--- config.mk ---
export PLATFORM = sky130hd
export DESIGN_NAME = dmd_video_gen
export DESIGN_NICKNAME = d
export VERILOG_FILES = /design/src/rtl/dmd_video_pkg.sv /design/src/rtl/dmd_delay_line.sv /design/src/rtl/dmd_video_gen.sv
export SDC_FILE = /design/constraint.sdc
export NUM_CORES = 1
export LEC_CHECK = 0
export CAP_MARGIN = 10
export CORE_MARGIN = 10
export CORE_UTILIZATION = 52
export DETAILED_ROUTE_END_ITERATION = 10
export PLACE_DENSITY = 0.81
export SYNTH_ARGS = -nofsm -noshare
export SYNTH_HDL_FRONTEND = slang
export SYNTH_SLANG_ARGS = --single-unit
--- constraint.sdc ---
create_clock -name clk -period 2.2 [get_ports clk]
set_input_delay 0.22 -clock clk [delete_from_list [all_inputs] [get_ports clk]]
set_output_delay 0.22 -clock clk [all_outputs]
set_load 0.02 [all_outputs]
--- src/rtl/dmd_video_pkg.sv ---
`default_nettype none
// ============================================================================
// Module   : dmd_video_pkg
// Summary  : Shared constants, pipeline flag bundle and width helper for the
//            DMD panel video generator.
// Revision : 1.0
// ============================================================================
package dmd_video_pkg;

    localparam logic [1:0] BM_NONE  = 2'd0;
    localparam logic [1:0] BM_BLACK = 2'd1;
    localparam logic [1:0] BM_DIM   = 2'd2;

    // Per-pixel attributes carried alongside the pixel-store fetch
    typedef struct packed {
        logic [1:0] mode;
        logic       draw;
        logic       hs;
        logic       vs;
        logic       fs;
        logic       gap;
        logic       oob;
    } pipe_flags_t;

    // Never returns 0, so a one-entry range still gets a 1-bit vector
    function automatic int clog2w(input int n);
        return (n <= 2) ? 1 : $clog2(n);
    endfunction

endpackage : dmd_video_pkg
`default_nettype wire

--- src/rtl/dmd_delay_line.sv ---
`default_nettype none
// ============================================================================
// Module   : dmd_delay_line
// Summary  : WIDTH x DEPTH register shift line with asynchronous active-low
//            clear.
// Revision : 1.0
// ============================================================================
module dmd_delay_line #(
    parameter int WIDTH = 8,
    parameter int DEPTH = 2
) (
    input  logic             clk,
    input  logic             rst_n,
    input  logic [WIDTH-1:0] din,
    output logic [WIDTH-1:0] dout
);

    logic [WIDTH-1:0] r_stage [DEPTH];

    always_ff @(posedge clk or negedge rst_n) begin
        if (!rst_n) begin
            for (int i = 0; i < DEPTH; i++) begin
                r_stage[i] <= '0;
            end
        end else begin
            r_stage[0] <= din;
            for (int i = 1; i < DEPTH; i++) begin
                r_stage[i] <= r_stage[i-1];
            end
        end
    end

    assign dout = r_stage[DEPTH-1];

endmodule : dmd_delay_line
`default_nettype wire

--- src/rtl/dmd_video_gen.sv ---
`default_nettype none
// ============================================================================
// Module   : dmd_video_gen
// Summary  : Raster timing and DOT x DOT dot-matrix upscaler; issues pixel
//            store addresses and aligns returned colour with the strobes.
// Revision : 1.0
// ============================================================================
module dmd_video_gen
    import dmd_video_pkg::*;
#(
    parameter int H_DRAW    = 1280,
    parameter int H_PORCH   = 32,
    parameter int H_SYNC    = 96,
    parameter int H_FRAME   = 1440,
    parameter int V_DRAW    = 390,
    parameter int V_PORCH   = 1,
    parameter int V_SYNC    = 24,
    parameter int V_FRAME   = 442,
    parameter int DOT       = 10,
    parameter int GAP       = 1,
    parameter int DOTS_X    = 128,
    parameter int DOTS_Y    = 39,
    parameter int FETCH_LAT = 2
) (
    input  logic                      clk,
    input  logic                      rst_n,
    input  logic [1:0]                border_mode,
    output logic [clog2w(DOTS_X)-1:0] dot_x,
    output logic [clog2w(DOTS_Y)-1:0] dot_y,
    input  logic [7:0]                dot_r,
    input  logic [7:0]                dot_g,
    input  logic [7:0]                dot_b,
    output logic                      draw_area,
    output logic                      h_sync,
    output logic                      v_sync,
    output logic                      frame_start,
    output logic [7:0]                red,
    output logic [7:0]                green,
    output logic [7:0]                blue
);

    localparam int c_cx_w = clog2w(H_FRAME);
    localparam int c_cy_w = clog2w(V_FRAME);
    localparam int c_s_w  = clog2w(DOT);
    localparam int c_dc_w = clog2w(H_FRAME / DOT + 1);
    localparam int c_dr_w = clog2w(V_FRAME / DOT + 1);
    localparam int c_x_w  = clog2w(DOTS_X);
    localparam int c_y_w  = clog2w(DOTS_Y);

    logic [c_cx_w-1:0] r_cx;
    logic [c_cy_w-1:0] r_cy;
    logic [c_s_w-1:0]  r_sx;
    logic [c_s_w-1:0]  r_sy;
    logic [c_dc_w-1:0] r_dc;
    logic [c_dr_w-1:0] r_dr;
    logic [1:0]        r_mode;
    logic [c_x_w-1:0]  r_dot_x;
    logic [c_y_w-1:0]  r_dot_y;
    pipe_flags_t       r_flags;

    logic        w_cx_last;
    logic        w_cy_last;
    logic        w_sx_last;
    logic        w_sy_last;
    pipe_flags_t w_flags;
    pipe_flags_t w_al;

    assign w_cx_last = (r_cx == c_cx_w'(H_FRAME - 1));
    assign w_cy_last = (r_cy == c_cy_w'(V_FRAME - 1));
    assign w_sx_last = (r_sx == c_s_w'(DOT - 1));
    assign w_sy_last = (r_sy == c_s_w'(DOT - 1));

    // Sub-dot and dot counters restart with the raster so no phase carries over
    always_ff @(posedge clk or negedge rst_n) begin
        if (!rst_n) begin
            r_cx <= '0;
            r_cy <= '0;
            r_sx <= '0;
            r_sy <= '0;
            r_dc <= '0;
            r_dr <= '0;
        end else if (w_cx_last) begin
            r_cx <= '0;
            r_sx <= '0;
            r_dc <= '0;
            if (w_cy_last) begin
                r_cy <= '0;
                r_sy <= '0;
                r_dr <= '0;
            end else begin
                r_cy <= r_cy + 1'b1;
                if (w_sy_last) begin
                    r_sy <= '0;
                    r_dr <= r_dr + 1'b1;
                end else begin
                    r_sy <= r_sy + 1'b1;
                end
            end
        end else begin
            r_cx <= r_cx + 1'b1;
            if (w_sx_last) begin
                r_sx <= '0;
                r_dc <= r_dc + 1'b1;
            end else begin
                r_sx <= r_sx + 1'b1;
            end
        end
    end

    // Border style only changes across a frame boundary
    always_ff @(posedge clk or negedge rst_n) begin
        if (!rst_n) begin
            r_mode <= BM_BLACK;
        end else if (w_cx_last && w_cy_last) begin
            r_mode <= border_mode;
        end
    end

    always_comb begin
        w_flags      = '0;
        w_flags.mode = r_mode;
        w_flags.draw = (int'(r_cx) < H_DRAW) && (int'(r_cy) < V_DRAW);
        w_flags.hs   = (int'(r_cx) >= H_DRAW + H_PORCH) &&
                       (int'(r_cx) <  H_DRAW + H_PORCH + H_SYNC);
        w_flags.vs   = (int'(r_cy) >= V_DRAW + V_PORCH) &&
                       (int'(r_cy) <  V_DRAW + V_PORCH + V_SYNC);
        w_flags.fs   = (r_cx == '0) && (r_cy == '0);
        w_flags.gap  = (int'(r_sx) < GAP) || (int'(r_sx) >= DOT - GAP) ||
                       (int'(r_sy) < GAP) || (int'(r_sy) >= DOT - GAP);
        w_flags.oob  = (int'(r_dc) >= DOTS_X) || (int'(r_dr) >= DOTS_Y);
    end

    // Address and flags register together, then flags wait out the fetch
    always_ff @(posedge clk or negedge rst_n) begin
        if (!rst_n) begin
            r_dot_x <= '0;
            r_dot_y <= '0;
            r_flags <= '0;
        end else begin
            r_dot_x <= (int'(r_dc) >= DOTS_X) ? c_x_w'(DOTS_X - 1) : c_x_w'(r_dc);
            r_dot_y <= (int'(r_dr) >= DOTS_Y) ? c_y_w'(DOTS_Y - 1) : c_y_w'(r_dr);
            r_flags <= w_flags;
        end
    end

    assign dot_x = r_dot_x;
    assign dot_y = r_dot_y;

    dmd_delay_line #(
        .WIDTH ($bits(pipe_flags_t)),
        .DEPTH (FETCH_LAT)
    ) u_flag_delay (
        .clk   (clk),
        .rst_n (rst_n),
        .din   (r_flags),
        .dout  (w_al)
    );

    assign draw_area   = w_al.draw;
    assign h_sync      = w_al.hs;
    assign v_sync      = w_al.vs;
    assign frame_start = w_al.fs;

    always_comb begin
        red   = '0;
        green = '0;
        blue  = '0;
        if (w_al.draw && !w_al.oob) begin
            if (!w_al.gap || (w_al.mode == BM_NONE)) begin
                red   = dot_r;
                green = dot_g;
                blue  = dot_b;
            end else if (w_al.mode == BM_DIM) begin
                red   = dot_r >> 2;
                green = dot_g >> 2;
                blue  = dot_b >> 2;
            end
        end
    end

endmodule : dmd_video_gen
`default_nettype wire

# Word-level counts from Yosys, hierarchy flattened
# Cells that the tools add are included.
# W data, S select, Z words.
[classes]
n_addsub = 6
magnitude_cmp = 12
eq_ne = 5
muxes = 21
n_reduce_logical = 19
[ops]
columns = ["op", "n"]
rows = [
  ["$mux W8", 8],
  ["$mux W6", 6],
  ["$lt A11 B11 Y1 const B", 2],
  ["$lt A9 B9 Y1 const B", 2],
  ["$mux W4", 4],
  ["$add A11 B1 Y11 const B", 1],
  ["$eq A11 B11 Y1 const B", 1],
  ["$ge A11 B11 Y1 const B", 1],
  ["$logic_not A11 Y1", 1],
  ["$mux W11", 1],
  ["$add A9 B1 Y9 const B", 1],
  ["$eq A9 B9 Y1 const B", 1],
  ["$ge A9 B9 Y1 const B", 1],
  ["$logic_not A9 Y1", 1],
  ["$mux W9", 1],
  ["$add A4 B1 Y4 const B", 2],
  ["$add A8 B1 Y8 const B", 1],
  ["$eq A4 B4 Y1 const B", 2],
  ["$ge A4 B4 Y1 const B", 2],
  ["$ge A8 B8 Y1 const B", 1],
  ["$lt A4 B1 Y1 const B", 2],
  ["$mux W7", 1],
  ["$add A6 B1 Y6 const B", 1],
  ["$ge A6 B6 Y1 const B", 1],
  ["other kinds (7)", 18],
]
[word_totals]
ff_bits = 81
in_bits = 28
wordCells = 81

# Logic depth before layout (Yosys ltp)
# Gate-level depths: netlist of run 1.
[logic_depth]
depth_word = 4
mapped_depth = 7
mapped_depth_nobuf = 6

# Modules after synthesis
# From an unflattened synthesis of run 1, not the netlist that was laid out.
[hier_totals]
cells_unflattened = 367
hier_area_um2 = 3717.3
[modules_own_cells]
columns = ["module", "instances", "cells_each", "area_each_um2"]
rows = [
  ["dmd_video_gen", 1, 343, 3256.9],
  ["dmd_delay_line", 1, 24, 460.4],
]

# Least setup slack after synthesis of run 1
# No wires, ideal clock.
[synth_path]
kind = "reg-to-reg"
start = "register r_cx[0]"
end = "register r_dr[5]"
t_arrival_ps = 1862
required_ps = 2117
setup_slack_ps = 256
stages_incl_launch_ff = 6
path_buffers = 0
period_less_slack_ps = 1944
cell_sequence = "dfrtp_1 > ha_1 > nand4_2 > or4_4 > or4_1 > o21ai_0"
[synth_between]
elab_chain_len = 2
[synth_lines]
columns = ["element", "line_no", "text"]
rows = [
  ["start, declared", "dmd_video_gen.sv:50", "logic [c_cx_w-1:0] r_cx;"],
  ["start signal, assigned", "dmd_video_gen.sv:100", "r_cx <= r_cx + 1'b1;"],
  ["$eq A11 B11 Y1", "dmd_video_gen.sv:68", "assign w_cx_last = (r_cx == c_cx_w'(H_FRAME - 1));"],
  ["$reduce_and A2 Y1 (no source line)", "n/a", ""],
  ["end signal, assigned", "dmd_video_gen.sv:94", "r_dr <= r_dr + 1'b1;"],
  ["end, declared", "dmd_video_gen.sv:55", "logic [c_dr_w-1:0] r_dr;"],
]
# No other way between the ends.
# A chain may end at the register's enable or synchronous reset.

# Worst setup path in the final report of run 1
[layout_path]
start = "register u_flag_delay.r_stage (netlist bit u_flag_delay.dout[7])"
end = "output port red[6]"
[layout_between]
elab_chain_len = 4
[layout_lines]
columns = ["element", "line_no", "text"]
rows = [
  ["start, declared", "dmd_delay_line.sv:18", "logic [WIDTH-1:0] r_stage [DEPTH];"],
  ["start signal, assigned by index", "dmd_delay_line.sv:28", "r_stage[i] <= r_stage[i-1];"],
  ["$logic_not A2 Y1", "dmd_video_gen.sv:169", "if (!w_al.gap || (w_al.mode == BM_NONE)) begin"],
  ["$logic_or A1 B1 Y1", "dmd_video_gen.sv:169", ""],
  ["$mux W8", "dmd_video_gen.sv:169", ""],
  ["$mux W8", "dmd_video_gen.sv:168", "if (w_al.draw && !w_al.oob) begin"],
  ["end, declared", "dmd_video_gen.sv:37", "output logic [7:0] red,"],
]
# No other way between the ends.

==> impl_metrics.env, run 1 <==
export IMPL_htree_levels=3
export IMPL_rsz0062_at_grt="no"
export IMPL_synth_xor_area_frac=0.0445
export IMPL_peakVddDrop_v=0.000490
export IMPL_final_hold_violation_count=0
export IMPL_slowest_stage="clkdlybuf4s50_1"
export IMPL_cts_sinks=81
export IMPL_hold_path_class="in -> async"
export IMPL_grt_max_degree=34
export IMPL_worstPathArrival_ns=1.92
export IMPL_share_comb_of_total_power=0.072
export IMPL_p_per_area_nw_per_um2=606
export IMPL_synth_edf_count=0
export IMPL_drtAntennaViolNets=0
export IMPL_hpwl_um=6140
export IMPL_portBuffers=68
export IMPL_crit_family="buffers and inverters"
export IMPL_gp_congestion=0.872
export IMPL_synth_top_family_by_area="simple AND/OR/NAND/NOR gates"
export IMPL_synthSimpleGateAreaFrac=0.221
export IMPL_crit_path_start_kind="flip-flop"
export IMPL_slowest_delay_ns=0.63
export IMPL_dp_slack_ns=0.0298
export IMPL_placed_area_um2=4560
export IMPL_seq_area_um2=2030
export IMPL_p_leak_nw=2.37
export IMPL_syn_nets=400
export IMPL_drc_errors=0
export IMPL_io_pin_count=69
export IMPL_max_clock_freq_ghz=0.468
export IMPL_antenna_found_initial=0
export IMPL_fin_ws_ns=0.0637
export IMPL_area_growth_pct=29.3
export IMPL_avgSynthCellArea_um2=10.3
export IMPL_clockPowerShare=0.416
export IMPL_synthMuxAreaShare=0.00871
export IMPL_antenna_cells=0
export IMPL_fin_setup_tns_ns=0
export IMPL_tightest_slew_ns=0.468
export IMPL_drive_gt1_frac=0.112
export IMPL_clk_pin_slew_ns=0.09
export IMPL_outcome="finished, final reports clean"
export IMPL_grt_overflow_total=0
export IMPL_clk_path_buf_depth=2
export IMPL_post_synth_top_area_fraction=0.536
export IMPL_ys_flop_type="dfrtp_1"
export IMPL_criticalPathCategory="reg -> out"
export IMPL_ys_ff_latch=81
export IMPL_slew_viol_final=0
export IMPL_cp_data_required_time_ns=1.98
export IMPL_yosys_area_top_type="dfrtp_1"
export IMPL_root_buffer="clkbuf_8"
export IMPL_critPathCaptureType="output port"
export IMPL_synth_cells=364
export IMPL_slew_headroom=0.685
export IMPL_dieArea_um2=11000
export IMPL_switching_share=0.231
export IMPL_async_reset_ff_frac=1.00
export IMPL_path_max_fanout=24
export IMPL_rows=30
export IMPL_path_buf_inv=2
export IMPL_finalWorstPathRequiredPeriod_ns=2.14
export IMPL_r2r_slack_ns=0.13
export IMPL_syn_area_um2=3740
export IMPL_p_sw_uw=677
export IMPL_dieHeight_um=105
export IMPL_grt_pass1_vias=2925
export IMPL_fill_cells=523
export IMPL_vias=3010
export IMPL_drt_iter0_drc=166
export IMPL_synth_cell_type_count=55
export IMPL_skew_ns=0.00983
export IMPL_clk_latency_ns=0.36
export IMPL_start_util=0.541
export IMPL_grt_pass1_wl_um=14100
export IMPL_synth_compound_area_frac=0.113
export IMPL_wirelength_um=8530
export IMPL_cts_tree="yes"
export IMPL_fin_nets=478
export IMPL_worstPathCellList="o21ai_1 > buf_6 > and3_1 > clkdlybuf4s50_1"
export IMPL_seq_area_frac_synth=0.543
export IMPL_synth_warnings=0
export IMPL_maxCapViolCount=0
export IMPL_fin_crit_sh=0.971
export IMPL_synth_area_leaders="dfrtp_1 (54%), a22oi_1 (4.0%), nor2_1 (4.0%)"
export IMPL_drt_pass1_iterations=4
export IMPL_grt_total_usage=0.156
export IMPL_die_x_um=105
export IMPL_viasPerCell=5.54
export IMPL_setup_viol=0
export IMPL_fin_area_um2=4830
export IMPL_synth_fa_ha_area_frac=0.0268
export IMPL_core_area_um2=6910
export IMPL_wl_per_cell_um=15.7
export IMPL_multi_input_area_um2=1560
export IMPL_cts_made_buffers=9
export IMPL_p_int_mw=2.25
export IMPL_power_share_sequential=0.512
cells in the mapped netlist, types with 2 or more instances:
library cell	instances
dfrtp_1	80
nor2_1	40
nand2_1	24
o21ai_0	23
a22oi_1	20
inv_1	16
nand3_1	14
and3_1	12
clkbuf_1	11
a21oi_1	10
xor2_1	10
xnor2_1	9
ha_1	8
nand4_1	8
nor3_1	7
or2_2	7
and2_1	6
nand2b_1	5
nor4b_1	4
or4_1	4
and4_1	3
nor4_1	3
a21o_1	2
buf_2	2
mux2_2	2
nor2b_1	2
nor4bb_1	2
o21ai_1	2
or3_1	2
worst paths after layout:
kind	startpoint	to	depth (start not counted)
max in group asynchronous	rst_n	u_flag_delay.r_stage[11]	3
min reg2reg	r_flags[4]	u_flag_delay.r_stage[12]	0
min in group clk	r_flags[4]	u_flag_delay.r_stage[12]	0
min	rst_n	dot_x[0]	2
max reg2reg	r_cx[6]	r_dr[3]	4
max	u_flag_delay.dout[7]	red[6]	4
state kept, by name, indices dropped and copies added (netlist names):
name,flops
u_flag_delay.dout,8
u_flag_delay.r_stage,8
r_dc,8
r_sx,4
r_cx,11
r_flags,8
r_dr,6
dot_y,6
r_cy,9
r_mode,2
r_sy,4
dot_x,7
cell families after synthesis:
group | Yosys count
adders and majority gates | 8
and+or+nand+nor | 152
buffers and inverters | 34
muxes | 3
xor gates and xnor gates | 19
AOI/OAI and AO/OA | 67
DFF | 81
placed cells by master (no fill, tap or decap), types with 8 or more instances in the layout:
cell type / instances
nand2_1: 24
and3_1: 12
inv_1: 16
dlymetal6s2s_1: 10
xor2_1: 10
xnor2_1: 9
nand4_1: 8
dfrtp_1: 80
clkbuf_8: 9
nor2_1: 40
a21oi_1: 10
buf_4: 15
clkdlybuf4s50_1: 48
o21ai_0: 23
dlygate4sd2_1: 9
a22oi_1: 20
nand3_1: 14
per-stage QoR:
| step | power [mW] | utilization | cells | hold WS (ns) |
|---|---|---|---|---|
| after floorplan | 1.60 | - | 364 | -0.0756 |
| after CTS | 2.96 | 0.693 | 541 | 0.313 |
| after global placement | 1.75 | 0.660 | 524 | 0.168 |
| after detailed placement | 1.75 | 0.660 | 524 | 0.173 |
| after global routing | 3.03 | 0.699 | 543 | 0.333 |
| final | 2.93 | 0.699 | 543 | 0.313 |
area by class of cell:
class,instances,share of cell area
clock buffer,9,0.0256
timing repair buffer,85,0.174
inverter,16,0.0124
clock inverter,7,0.0210
multi-input combinational,249,0.323
tap,96,0.0249
sequential,81,0.420
power groups by stage:
stage,logic (mW),clock network (mW),registers [mW]
floorplan,0.0742,0,1.53
global placement,0.220,0,1.53
detailed placement,0.224,0,1.53
CTS,0.218,1.24,1.50
global route,0.229,1.31,1.50
finish,0.212,1.22,1.50
timing repair:
item | 4_1_cts | 5_1_grt
hold endpoints to repair | 28 | 0
gates resized for setup | 9 | 12
setup buffers | 0 | 2
hold buffers | 1 | 0
cloned | 0 | 0
pin swaps | 1 | 1
endpoints found under the setup margin | 10 | 17
layer usage:
layer / wire length [µm] / track usage / up-vias
li1: - / - / 1432
met1: 3870 / 0.192 / 1453
met2: 3970 / 0.252 / 114
met3: 539 / 0.0479 / 11
met4: 145 / 0.0608 / 0
met5: 0 / 0 / -
Note: power is estimated with default switching activity, not from simulation.
==> run 2, diff against run 1 <==
--- a/config.mk
+++ b/config.mk
@@ -6,8 +6,10 @@
 export NUM_CORES = 1
 export LEC_CHECK = 0
 export CAP_MARGIN = 10
+export CELL_PAD_IN_SITES_DETAIL_PLACEMENT = 0
+export CELL_PAD_IN_SITES_GLOBAL_PLACEMENT = 1
 export CORE_MARGIN = 10
-export CORE_UTILIZATION = 52
+export CORE_UTILIZATION = 40
 export DETAILED_ROUTE_END_ITERATION = 10
 export PLACE_DENSITY = 0.81
 export SYNTH_ARGS = -nofsm -noshare
==> impl_metrics.env, run 2 (synthesis results as in run 1) <==
export IMPL_outcome="finished, final reports clean"
export IMPL_max_clock_freq_ghz=0.477
export IMPL_fin_area_um2=4860
export IMPL_clk_latency_ns=0.35
export IMPL_grt_total_usage=0.125
export IMPL_drt_iter0_drc=232
export IMPL_switching_share=0.240
export IMPL_fin_nets=478
export IMPL_clockPowerShare=0.392
export IMPL_viasPerCell=5.27
export IMPL_r2r_end="r_dr[3]"
export IMPL_top_register="r_cx"
export IMPL_grt_pass1_wl_um=13700
export IMPL_layout_common_cells="dfrtp_1 (80), clkdlybuf4s50_1 (48), nor2_1 (40), nand2_1 (24), o21ai_0 (23)"
export IMPL_antenna_found_initial=0
export IMPL_crit_path_start_kind="flip-flop"
export IMPL_rows=35
export IMPL_biggestRegsByFlops="r_cx: 11 flops, r_cy: 9 flops"
export IMPL_power_share_sequential=0.532
export IMPL_cp_data_required_time_ns=1.98
export IMPL_hpwl_um=5990
export IMPL_p_per_area_nw_per_um2=579
export IMPL_worstPathArrival_ns=1.88
export IMPL_p_leak_nw=2.44
export IMPL_grt_pass1_vias=2857
export IMPL_drive_gt1_frac=0.119
export IMPL_antenna_cells=0
export IMPL_start_util=0.408
export IMPL_clk_pin_slew_ns=0.08
export IMPL_root_buffer="clkbuf_8"
export IMPL_cts_sinks=81
export IMPL_slew_viol_final=0
export IMPL_drt_pass1_iterations=4
export IMPL_min_from="u_flag_delay.r_stage[15]"
export IMPL_whs_path_depth=0
export IMPL_wirelength_um=8230
export IMPL_wl_per_cell_um=14.7
export IMPL_dp_slack_ns=0.0811
export IMPL_drc_errors=0
export IMPL_r2r_slack_ns=0.14
export IMPL_reg2reg_depth=5
export IMPL_cts_made_buffers=9
export IMPL_htree_levels=3
export IMPL_share_comb_of_total_power=0.076
export IMPL_path_max_fanout=24
export IMPL_dieHeight_um=117
export IMPL_min_to="u_flag_delay.dout[7]"
export IMPL_tightest_slew_ns=0.521
export IMPL_grt_overflow_total=0
export IMPL_total_power_mw=2.82
export IMPL_gp_congestion=0.774
export IMPL_p_sw_uw=676
export IMPL_placed_area_um2=4590
export IMPL_vias=2943
export IMPL_area_growth_pct=30.2
export IMPL_p_int_mw=2.14
export IMPL_skew_ns=0.0109
export IMPL_setup_viol=0
export IMPL_io_pin_count=69
export IMPL_dieArea_um2=13600
export IMPL_crit_start="u_flag_delay.dout[7]"
export IMPL_criticalPathCategory="reg -> out"
export IMPL_cts_tree="yes"
export IMPL_peakVddDrop_v=0.000238
export IMPL_finalWorstPathRequiredPeriod_ns=2.10
export IMPL_drtAntennaViolNets=0
export IMPL_final_hold_violation_count=0
export IMPL_fin_ws_ns=0.103
export IMPL_holdWs_ns=0.350
export IMPL_fin_crit_sh=0.953
export IMPL_grt_max_degree=42
export IMPL_critPathCaptureType="output port"
export IMPL_clk_path_buf_depth=2
export IMPL_hold_path_class="reg -> reg"
export IMPL_largest_reg_flops=11
export IMPL_portBuffers=68
export IMPL_mostFrequentLayoutCell="dfrtp_1"
export IMPL_die_x_um=117
export IMPL_core_area_um2=9150
export IMPL_maxCapViolCount=0
export IMPL_fin_util=0.531
export IMPL_timing_rr_start="r_cx[0]"
export IMPL_slew_headroom=0.653
## run 2: metrics by stage
step           cells  TNS [ns]
6_report         558         0
5_1_grt          558  -0.00431
4_1_cts          557         0
3_5_place_dp     540         0
3_3_place_gp     540         0
2_1_floorplan    364         0
## run 2: metal layers
metal / global-route usage / wire length, µm
met3: 0.0395 / 686
met2: 0.198 / 3750
met4: 0.0470 / 72
met1: 0.156 / 3720
met5: 0 / 0
## run 2: worst max-delay path by stage
stage	endpoint	slack, ns	depth (start not counted)
6_report	red[6]	0.10	4
4_1_cts	green[4]	0.007	5
3_3_place_gp	r_dr[3]	0.14	5
2_1_floorplan	r_dr[5]	0.26	5
3_5_place_dp	r_cy[7]	0.08	6
5_1_grt	green[7]	-0.004	4
## run 2: what timing repair did
action                                 CTS  global route
setup endpoints to repair               11            28
pin swaps                                0             1
endpoints found under the hold margin   40             0
buffers inserted                         0             1
hold buffers                             1             0
resized for setup                        4            20
## run 2: power by group through the flow
stage	registers [mW]	clock network, mW	logic (mW)
floorplan	1.53	0	0.0742
global placement	1.53	0	0.221
detailed placement	1.53	0	0.222
CTS	1.50	1.14	0.222
global route	1.50	1.21	0.235
finish	1.50	1.10	0.214
## run 2: layout make-up
cell class / instances / area (µm²)
flip-flops and latches: 81 / 2030
clock buffers: 9 / 124
clock inverters: 7 / 77.6
well taps: 111 / 139
repair buffers: 85 / 865
inverters: 16 / 60.1
fillers: 826 / 4290
multi-input cells: 249 / 1570
## run 2: worst max-delay path, stage by stage (launching register included)
cell	delay, ns
dfrtp_1	0.38
o21ai_1	0.15
buf_6	0.21
and3_1	0.17
clkdlybuf4s50_1	0.61
==> run 3, diff against run 2 <==
--- a/config.mk
+++ b/config.mk
@@ -5,13 +5,14 @@
 export SDC_FILE = /design/constraint.sdc
 export NUM_CORES = 1
 export LEC_CHECK = 0
+export ABC_AREA = 1
 export CAP_MARGIN = 10
-export CELL_PAD_IN_SITES_DETAIL_PLACEMENT = 0
+export CELL_PAD_IN_SITES_DETAIL_PLACEMENT = 1
 export CELL_PAD_IN_SITES_GLOBAL_PLACEMENT = 1
 export CORE_MARGIN = 10
-export CORE_UTILIZATION = 40
+export CORE_UTILIZATION = 39
 export DETAILED_ROUTE_END_ITERATION = 10
-export PLACE_DENSITY = 0.81
+export PLACE_DENSITY = 0.82
 export SYNTH_ARGS = -nofsm -noshare
 export SYNTH_HDL_FRONTEND = slang
 export SYNTH_SLANG_ARGS = --single-unit
==> impl_metrics.env, run 3 <==
export IMPL_placed_area_um2=4830
export IMPL_final_hold_violation_count=0
export IMPL_slew_viol_final=0
export IMPL_largest_reg_flops=11
export IMPL_gp_congestion=0.832
export IMPL_htree_levels=3
export IMPL_hold_path_class="reg -> reg"
export IMPL_synthTopCellsByCount="nand2_1 (159), dfrtp_1 (80), nor2_1 (61), inv_1 (52), nand3_1 (32)"
export IMPL_io_pin_count=69
export IMPL_wl_per_cell_um=15.4
export IMPL_area_growth_pct=26.5
export IMPL_finalWorstPathRequiredPeriod_ns=1.99
export IMPL_criticalPathCategory="reg -> out"
export IMPL_p_per_area_nw_per_um2=549
export IMPL_setup_viol=0
export IMPL_max_clock_freq_ghz=0.504
export IMPL_rsz0062_at_grt="no"
export IMPL_syn_nets=540
export IMPL_dieHeight_um=121
export IMPL_clk_path_buf_depth=2
export IMPL_yosys_area_top_type="dfrtp_1"
export IMPL_fin_area_um2=5040
export IMPL_drt_pass1_iterations=4
export IMPL_synth_warnings=0
export IMPL_seq_area_um2=2030
export IMPL_multi_input_area_um2=1670
export IMPL_cp_data_required_time_ns=1.98
export IMPL_mostFrequentLayoutCell="nand2_1"
export IMPL_fin_util=0.511
export IMPL_antenna_cells=0
export IMPL_hpwl_um=8230
export IMPL_fin_crit_sh=0.902
export IMPL_maxCapViolCount=0
export IMPL_wirelength_um=11000
export IMPL_clk_pin_slew_ns=0.08
export IMPL_avgSynthCellArea_um2=7.90
export IMPL_core_area_um2=9860
export IMPL_clk_latency_ns=0.37
export IMPL_crit_path_start_kind="flip-flop"
export IMPL_dieArea_um2=14700
export IMPL_syn_area_um2=3980
export IMPL_skew_ns=0.0113
export IMPL_layout_common_cells="nand2_1 (158), dfrtp_1 (80), nor2_1 (61), inv_1 (52), clkdlybuf4s50_1 (43)"
export IMPL_portBuffers=68
export IMPL_slew_headroom=0.576
export IMPL_post_synth_top_area_fraction=0.503
export IMPL_peakVddDrop_v=0.000246
export IMPL_cts_setup_buffers=0
export IMPL_seq_area_frac_synth=0.509
export IMPL_synth_cell_type_count=32
export IMPL_top_register="r_cx"
export IMPL_synth_cells=504
export IMPL_grt_pass1_wl_um=18500
export IMPL_fin_nets=615
export IMPL_total_power_mw=2.76
export IMPL_root_buffer="clkbuf_8"
export IMPL_tightest_slew_ns=0.637
export IMPL_fin_setup_tns_ns=0
export IMPL_outcome="finished, final reports clean"
export IMPL_cts_sinks=81
export IMPL_ys_flop_type="dfrtp_1"
export IMPL_place_detailed_instances=700
export IMPL_synthMostInstantiatedCell="nand2_1"
export IMPL_finalNonFillerCells=716
export IMPL_antenna_found_initial=0
export IMPL_biggestRegsByFlops="r_cx: 11 flops, r_cy: 9 flops"
export IMPL_grt_pass1_vias=3713
export IMPL_cts_made_buffers=9
export IMPL_ys_ff_latch=81
export IMPL_synth_area_leaders="dfrtp_1 (50%), nand2_1 (15%), nor2_1 (5.7%)"
export IMPL_drtAntennaViolNets=0
export IMPL_die_x_um=121
export IMPL_vias=3587
export IMPL_drt_iter0_drc=221
export IMPL_path_max_fanout=15
export IMPL_grt_max_degree=50
export IMPL_drc_errors=0
export IMPL_worstPathArrival_ns=1.77
export IMPL_grt_overflow_total=0
export IMPL_grt_total_usage=0.155
export IMPL_start_util=0.404
export IMPL_viasPerCell=5.01
export IMPL_cts_tree="yes"
export IMPL_synth_edf_count=0
export IMPL_drive_gt1_frac=0.0943
export IMPL_p_leak_nw=2.63
export IMPL_fill_cells=1231
export IMPL_critPathCaptureType="output port"
export IMPL_rows=36
export IMPL_async_reset_ff_frac=1.00
==> run 3: area by class of cell <==
class,instances,share of cell area
clock buffers,10,0.0253
clock inverters,5,0.0161
inverters,61,0.0460
multi-input cells,351,0.331
flip-flops and latches,81,0.403
well taps,133,0.0330
repair buffers,75,0.146
==> run 3: metal layers <==
metal	track usage	routed length (µm)	vias to the layer above
met1	0.188	4810	1757
met5	0	0	-
met2	0.259	5440	80
met3	0.0419	569	22
met4	0.0520	196	0
li1	-	-	1728
==> run 3: kinds of logic (layout without fill, tap and decap cells) <==
family / Yosys count / after routing / synth area share
buffers and inverters: 72 / 151 / 0.0729
adders and majority gates: 8 / 8 / 0.0251
DFF: 81 / 81 / 0.509
xor gates and xnor gates: 4 / 4 / 0.00880
and+or+nand+nor: 294 / 294 / 0.324
AOI/OAI and AO/OA: 45 / 45 / 0.0603
==> run 3: per-stage QoR <==
step / setup slack (ns) / hold WS [ns]
floorplan: 0.631 / -0.0756
global placement: 0.295 / 0.278
detailed placement: 0.286 / 0.289
CTS: 0.00380 / 0.344
global route: 0.0620 / 0.348
finish: 0.215 / 0.343
==> run 3: worst max-delay path, cell delays in order (launching register included) <==
cell           delay (ns)
dfrtp_1              0.41
nor3b_2              0.18
buf_4                0.22
nand2_1              0.07
a21oi_1              0.14
dlygate4sd2_1        0.36
==> run 3: timing repair <==
item                                   4_1_cts  5_1_grt
gates cloned                                 0        0
setup endpoints to repair                   24        4
hold buffers                                 1        0
endpoints found under the hold margin       46        0
resized for setup                           22        4
==> run 3: power breakdown <==
part | internal, mW | switching [mW] | total [mW] | leakage (nW)
combinational | 0.0451 | 0.0411 | 0.0862 | 1.50
clock | 0.633 | 0.556 | 1.19 | 0.102
sequential | 1.49 | 0 | 1.49 | 1.03
total | 2.17 | 0.598 | 2.76 | 2.63
==> run 3: final timing paths <==
check                                    startpoint                   end  slack (ns)  depth (start not counted)
setup / recovery               u_flag_delay.dout[6]                red[3]        0.21                          5
hold / removal             u_flag_delay.r_stage[15]  u_flag_delay.dout[7]        0.34                          0
setup reg to reg                            r_cy[1]               r_cy[7]        0.42                          9
hold reg to reg            u_flag_delay.r_stage[15]  u_flag_delay.dout[7]        0.34                          0
min in group asynchronous                     rst_n               r_cx[1]        0.39                          2
max in group asynchronous                     rst_n               r_cy[1]        1.09                          3
